===== src/rtl/t03_dpu_frame_latch.sv =====
// t03_dpu_frame_latch: CPU-facing shadow register bank for the DPU.
// CPU writes land in a shadow copy. A commit request copies the shadow to
// the active outputs at the next vertical-blank start, or at once for an
// immediate commit, so a frame never mixes old and new display values.
module t03_dpu_frame_latch #(
  parameter logic [10:0] VBLANK_LINE = 11'd480,
  parameter logic [10:0] X_MAX       = 11'd799,
  parameter logic [10:0] Y_MAX       = 11'd500
) (
  input  logic        clk,
  input  logic        rst,
  input  logic        wr_en,
  input  logic [1:0]  wr_addr,
  input  logic [31:0] wr_data,
  output logic        wr_ready,
  input  logic [10:0] Hcnt,
  input  logic [10:0] Vcnt,
  output logic [2:0]  gameState,
  output logic [1:0]  p1State,
  output logic [1:0]  p2State,
  output logic [3:0]  p1health,
  output logic [3:0]  p2health,
  output logic        p1Left,
  output logic        p2Left,
  output logic [10:0] x1,
  output logic [10:0] y1,
  output logic [10:0] x2,
  output logic [10:0] y2,
  output logic        pending,
  output logic        commit_pulse,
  output logic [7:0]  frame_cnt
);

  typedef enum logic [1:0] {
    IDLE,
    PENDING,
    COMMIT
  } state_t;

  state_t state;
  state_t state_nxt;

  logic        vb_evt;
  logic        wr_acc;
  logic [10:0] x_clamped;
  logic [10:0] y_clamped;

  logic [2:0]  sh_gameState;
  logic [1:0]  sh_p1State;
  logic [1:0]  sh_p2State;
  logic [3:0]  sh_p1health;
  logic [3:0]  sh_p2health;
  logic        sh_p1Left;
  logic        sh_p2Left;
  logic [10:0] sh_x1;
  logic [10:0] sh_y1;
  logic [10:0] sh_x2;
  logic [10:0] sh_y2;

  // Vblank start marker and clamped coordinates from the incoming word
  always_comb begin
    vb_evt    = (Vcnt == VBLANK_LINE) && (Hcnt == '0);
    wr_acc    = wr_en && wr_ready;
    x_clamped = (wr_data[10:0]  > X_MAX) ? X_MAX : wr_data[10:0];
    y_clamped = (wr_data[26:16] > Y_MAX) ? Y_MAX : wr_data[26:16];
  end

  // State register
  always_ff @(posedge clk) begin
    if (!rst) begin
      state <= IDLE;
    end else begin
      state <= state_nxt;
    end
  end

  // Next-state and state-decoded outputs; a vblank coinciding with the
  // request in IDLE is deliberately ignored, so the commit waits a frame
  always_comb begin
    state_nxt = state;
    wr_ready  = 1'b0;
    pending   = 1'b0;
    case (state)
      IDLE: begin
        wr_ready = 1'b1;
        if (wr_en && (wr_addr == 2'd3)) begin
          if (wr_data[1]) begin
            state_nxt = COMMIT;
          end else if (wr_data[0]) begin
            state_nxt = PENDING;
          end
        end
      end
      PENDING: begin
        pending = 1'b1;
        if (vb_evt) begin
          state_nxt = COMMIT;
        end
      end
      COMMIT: begin
        pending   = 1'b1;
        state_nxt = IDLE;
      end
      default: begin
        state_nxt = IDLE;
      end
    endcase
  end

  // Shadow bank: accepts CPU words only while IDLE
  always_ff @(posedge clk) begin
    if (!rst) begin
      sh_gameState <= '0;
      sh_p1State   <= '0;
      sh_p2State   <= '0;
      sh_p1Left    <= 1'b0;
      sh_p2Left    <= 1'b0;
      sh_p1health  <= '0;
      sh_p2health  <= '0;
      sh_x1        <= '0;
      sh_y1        <= '0;
      sh_x2        <= '0;
      sh_y2        <= '0;
    end else if (wr_acc) begin
      case (wr_addr)
        2'd0: begin
          sh_gameState <= wr_data[2:0];
          sh_p1State   <= wr_data[4:3];
          sh_p2State   <= wr_data[6:5];
          sh_p1Left    <= wr_data[7];
          sh_p2Left    <= wr_data[8];
          sh_p1health  <= wr_data[12:9];
          sh_p2health  <= wr_data[16:13];
        end
        2'd1: begin
          sh_x1 <= x_clamped;
          sh_y1 <= y_clamped;
        end
        2'd2: begin
          sh_x2 <= x_clamped;
          sh_y2 <= y_clamped;
        end
        default: begin
        end
      endcase
    end
  end

  // Active bank: loaded from the shadow on the edge that leaves COMMIT
  always_ff @(posedge clk) begin
    if (!rst) begin
      gameState <= '0;
      p1State   <= '0;
      p2State   <= '0;
      p1Left    <= 1'b0;
      p2Left    <= 1'b0;
      p1health  <= '0;
      p2health  <= '0;
      x1        <= '0;
      y1        <= '0;
      x2        <= '0;
      y2        <= '0;
    end else if (state == COMMIT) begin
      gameState <= sh_gameState;
      p1State   <= sh_p1State;
      p2State   <= sh_p2State;
      p1Left    <= sh_p1Left;
      p2Left    <= sh_p2Left;
      p1health  <= sh_p1health;
      p2health  <= sh_p2health;
      x1        <= sh_x1;
      y1        <= sh_y1;
      x2        <= sh_x2;
      y2        <= sh_y2;
    end
  end

  // Registered commit pulse (high while in COMMIT) and commit counter
  always_ff @(posedge clk) begin
    if (!rst) begin
      commit_pulse <= 1'b0;
      frame_cnt    <= '0;
    end else begin
      commit_pulse <= (state_nxt == COMMIT);
      if (state == COMMIT) begin
        frame_cnt <= frame_cnt + 8'd1;
      end
    end
  end

endmodule

===== config.mk =====
export PLATFORM = sky130hd
export DESIGN_NAME = t03_dpu_frame_latch
export DESIGN_NICKNAME = d
export VERILOG_FILES = /design/src/rtl/t03_dpu_frame_latch.sv
export SDC_FILE = /design/constraint.sdc
export NUM_CORES = 1
export LEC_CHECK = 0
export CAP_MARGIN = 5
export CORE_MARGIN = 4
export CORE_UTILIZATION = 43
export CTS_CLUSTER_DIAMETER = 60
export DETAILED_ROUTE_END_ITERATION = 7
export DONT_BUFFER_PORTS = 1
export PLACE_DENSITY = 0.62
export SETUP_SLACK_MARGIN = 0.02
export SYNTH_ARGS = -nofsm -noshare
export SYNTH_HDL_FRONTEND = slang
export SYNTH_SLANG_ARGS = --single-unit

===== constraint.sdc =====
create_clock -name clk -period 4.3 [get_ports clk]
set_input_delay 1.075 -clock clk [delete_from_list [all_inputs] [get_ports clk]]
set_output_delay 1.075 -clock clk [all_outputs]
set_load 0.01 [all_outputs]

; ---- Word level (Yosys, flattened, before mapping)
; Index checks and enable logic that the tools add are counted.
[classes]
n_reduce_logical = 10
n_addsub = 1
muxes = 9
eq_ne = 7
n_lt_le_gt_ge = 2
[op_table]
columns = op, n
row1 = $mux W11, 2
row2 = $eq A11 B9 Y1 const B, 1
row3 = $gt A11 B10 Y1 const B, 1
row4 = $gt A11 B9 Y1 const B, 1
row5 = $logic_not A11 Y1, 1
row6 = $add A8 B1 Y8 const B, 1
row7 = $eq A2 B2 Y1 const B, 4
row8 = $mux W2, 4
row9 = $reduce_and A2 Y1, 3
row10 = $eq A2 B1 Y1 const B, 2
row11 = $logic_not A2 Y1, 2
row12 = $pmux W2 S2, 1
row13 = $logic_and A1 B1 Y1, 3
row14 = $mux W1, 2
row15 = $reduce_or A2 Y1, 1
[totals]
input_bits = 59
regBits = 133
output_inout_bits = 72
wordCells = 54

; ---- Longest topological paths before layout
[depth]
depth_word = 5
depth_mapped = 8
depth_no_buf = 6

; ---- Worst setup path before layout
; OpenSTA, ideal clock, no wires.
[synth_path]
path_type = input to register
from = in wr_addr[1]
to = reg sh_p1State[0]
required_time_ns = 4.168
arrival_time_ns = 2.007
setup_time_ns = 0.132
path_stages = 6
n_path_buf = 3
setup_slack_ns = 2.160
cell_sequence = buf_2 or3_1 buf_2 buf_2 nand2_1 a21oi_1
[synth_via]
elab_chain_cells = 2
[synth_lines]
columns = element, line
row1 = "start, declared", 13  ; input logic [1:0] wr_addr,
row2 = $logic_not A2 Y1, 125  ; case (wr_addr)
row3 = $reduce_and A2 Y1 (no source line), -
row4 = "end signal, assigned", 128  ; sh_p1State <= wr_data[4:3];
row5 = "end, declared", 49  ; logic [1:0] sh_p1State;
; No other way between the ends.
; A chain may end at the register's enable or synchronous reset.

; ---- Final worst setup path
[layout_path]
from = reg state[0]
to = reg sh_x1[8]
[layout_via]
elab_chain_cells = 4
[layout_lines]
columns = element, line
row1 = "start, declared", 40  ; state_t state;
row2 = "start signal, assigned", 73  ; state <= state_nxt;
row3 = $logic_not A2 Y1, 83  ; case (state)
row4 = $mux W1, 83
row5 = net wr_ready, 15  ; output logic wr_ready,
row6 = $logic_and A1 B1 Y1, 63  ; wr_acc = wr_en && wr_ready;
row7 = $reduce_and A2 Y1 (no source line), -
row8 = "end signal, assigned", 136  ; sh_x1 <= x_clamped;
row9 = "end, declared", 55  ; logic [10:0] sh_x1;
; The timed path passes the listed nets, and every way through them passes these cells.

==> impl_metrics.csv <==
group,metric,value,unit
run_status,status,"completed",
cts,cts-resized-gates,0,
sta,hold_viol,0,
grt,gr-total-overflow,0,
sta,fin_skew,0.00426,ns
detailed_routing,drc,0,
die,ios,131,
worst_setup_path,path_cells,"inv_1 > ha_1 > nand2_2 > nor3b_4 > nor2_1 > a211oi_1",
grt,grt_max_degree,66,
power,vdd_drop_max,0.349,mV
detailed_routing,viasPerCell,5.32,
worst_setup_path,end_kind,"flip-flop",
detailed_routing,drt_first_iter_violations,267,
cells_and_area,final_nets,571,
place,dp_hpwl,7.59,mm
run,drv_cap,0,
logic_synthesis,synth-seq-cells,133,
cells_and_area,area_growth,12.9,%
die,die-area,0.0132,sq mm
power,leakagePower,1.93,nW
sta,max_freq,413,MHz
logic_synthesis,synth.yosys.seq_area_share,0.542,
sta,relSlewSlack,0.258,
cts,root_buffer,"clkbuf_16",
die,die_w,115,microns
logic_synthesis,synth_top_area_share,0.542,
logic_synthesis,syn-cell-area,0.00491,sq mm
sta,worstMarginPinSlew,1.11,ns
sta,rsz0062_at_grt,"no",
cts,clk_path_buf_depth,2,
cts,cts-htree-levels,4,
logic_synthesis,synth_fp_nets,583,
logic_synthesis,yosysTopAreaCell,"dfxtp_1",
sta,setup_tns,0,ns
die,initial_core_util,0.445,
min_path,hp-class,"reg -> reg",
place,port_buffers,0,
cts,clk_pin_slew,0.06,ns
detailed_routing,dr.pass1.iters,5,
die,die_h,115,microns
cts,cts_num_sinks,133,
cells_and_area,fin_util,0.503,
detailed_routing,routed_wl,11.2,mm
die,core_area,0.0110,sq mm
grt,grt_pass1_vias,3486,
detailed_routing,drt.antenna.violating_nets,0,
worst_setup_path,cp_slowest_cell,"nor3b_4",
logic_synthesis,post_synth_num_cell_types,36,
sta,fin_crit,2.42,ns
worst_setup_path,worstPathArrival,2.75,ns
logic_synthesis,synth_common_cells,"133 x dfxtp_1, 92 x nor2_1, 62 x mux2i_1",
cts,tritoncts,"done",
logic_synthesis,syn_avg_cell_area,9.44,sq um
worst_setup_path,path_class,"reg -> reg",
cts,cts_made_buffers,17,
logic_synthesis,synthTopCellsByArea,"dfxtp_1 54%, mux2i_1 13%, nor2_1 7.0%, a21oi_1 4.6%, nand2_1 4.0%",
place,globalplace.congestion,0.797,
sta,setup_viol,0,
cells_and_area,drive_gt1_frac,0.0806,
sta,fin_crit_sh,0.564,
cts,cts_hold_buf,0,
worst_setup_path,slowest_delay,0.94,ns
cells_and_area,fillers,1016,
cells_and_area,diodes,0,
grt,antenna_found_initial,0,
logic_synthesis,synthArstFlopShare,0,
worst_setup_path,required,4.62,ns
cts,postCtsSetupBuffers,0,
logic_synthesis,synth-edff-count,0,
worst_setup_path,startpoint_type,"flip-flop",
worst_setup_path,path_max_fanout,28,
grt,grt_first_pass_wirelength,18.3,mm
cts,worstSkewPairLatency,0.41,ns
die,fp-row-count,38,
detailed_routing,wl_per_cell,16.9,microns
logic_synthesis,netlist_instances,520,
logic_synthesis,synth_ff_type,"dfxtp_1",
detailed_routing,vias,3519,
grt,track_usage,0.179,
sta,slew_viol_final,0,
power,power_density,495,mW/mm^2
logic_synthesis,yosysMostFrequentCell,"dfxtp_1",
logic_synthesis,yosysWarningCount,0,
report_power, final:
part / leakage, nW / total [mW] / switching (mW) / internal (mW)
Combinational: 0.582 / 0.0809 / 0.0559 / 0.0250
Sequential: 1.08 / 1.26 / 0.0105 / 1.25
Clock: 0.277 / 1.40 / 0.520 / 0.878
Total: 1.93 / 2.74 / 0.586 / 2.16
state kept, by name, indices dropped and copies added (netlist names), 2 cells and up:
name	count
x1	11
sh_p2health	4
sh_gameState	3
p1health	4
gameState	3
sh_p1health	4
sh_x1	11
state	2
sh_x2	11
p2health	4
p2State	2
sh_p1State	2
p1State	2
sh_y2	11
y2	11
frame_cnt	8
x2	11
sh_p2State	2
sh_y1	11
y1	11
stage by stage:
| step | setup slack [ns] | hold slack [ns] | total power, mW | cell area [sq um] | std cells |
|---|---|---|---|---|---|
| after floorplan | 2.16 | 0.436 | 1.36 | 4910 | 520 |
| after global placement | 1.77 | 0.442 | 1.37 | 4960 | 629 |
| after detailed placement | 1.71 | 0.449 | 1.37 | 4960 | 629 |
| after CTS | 1.87 | 0.457 | 2.78 | 5540 | 661 |
| after global routing | 1.58 | 0.477 | 2.85 | 5540 | 661 |
| final | 1.88 | 0.455 | 2.74 | 5540 | 661 |
cell usage in the layout, fill, tap and decap left out, types with 2 or more instances in the layout:
master	instances
dfxtp_1	133
nor2_1	92
mux2i_1	62
nand2_1	52
a21oi_1	45
o21ai_0	19
clkbuf_16	17
a211oi_1	11
nand3_1	8
and3_1	7
or3_1	7
inv_1	6
clkinv_2	6
nor4_1	6
nand4_1	5
clkinvlp_4	5
xor2_1	4
nand4b_1	3
ha_1	3
buf_4	3
o211ai_1	2
nor3b_4	2
o41ai_1	2
and2_1	2
o21a_1	2
o211a_1	2
clkbuf_8	2
bufinv_16	2
cell families after synthesis:
kind of cell	Yosys count	share of synthesized area
AND/OR/NAND/NOR	190	0.175
AO/OA/AOI/OAI	85	0.0989
flip-flops	133	0.542
multiplexers	62	0.126
adder cells (fa/ha/maj)	4	0.0102
XOR/XNOR	5	0.00892
buffers and inverters	41	0.0385
layout make-up:
type | instances | area, sq um | share of cell area
sequential | 133 | 2660 | 0.480
multi-input combinational | 346 | 2070 | 0.374
clock buffer | 19 | 453 | 0.0817
tap | 140 | 175 | 0.0316
clock inverter | 13 | 131 | 0.0237
inverter | 7 | 27.5 | 0.00497
timing repair buffer | 3 | 22.5 | 0.00406
path summary, 6_finish.rpt:
kind / start / end / slack, ns / cells past startpoint
setup / recovery: state[0] / sh_x1[8] / 1.88 / 6
hold / removal: sh_x2[5] / sh_x2[5] / 0.46 / 2
setup reg to reg: state[0] / sh_x1[8] / 1.88 / 6
hold reg to reg: sh_x2[5] / sh_x2[5] / 0.46 / 2
worst max-delay path: cells and delay by family (launching register included):
family | cells | cell delay (ns)
simple gates | 3 | 1.22
flops | 1 | 0.35
compound gates | 1 | 0.24
fa+ha+maj | 1 | 0.38
buf+inv | 1 | 0.13
layer usage:
metal,global-route usage,up-vias,part of all wire
met5,0,-,0
met4,0.0869,0,0.025
met3,0.0821,22,0.10
met2,0.269,116,0.46
met1,0.218,1626,0.41
li1,-,1755,-
Note: power is estimated with default switching activity, not from simulation.
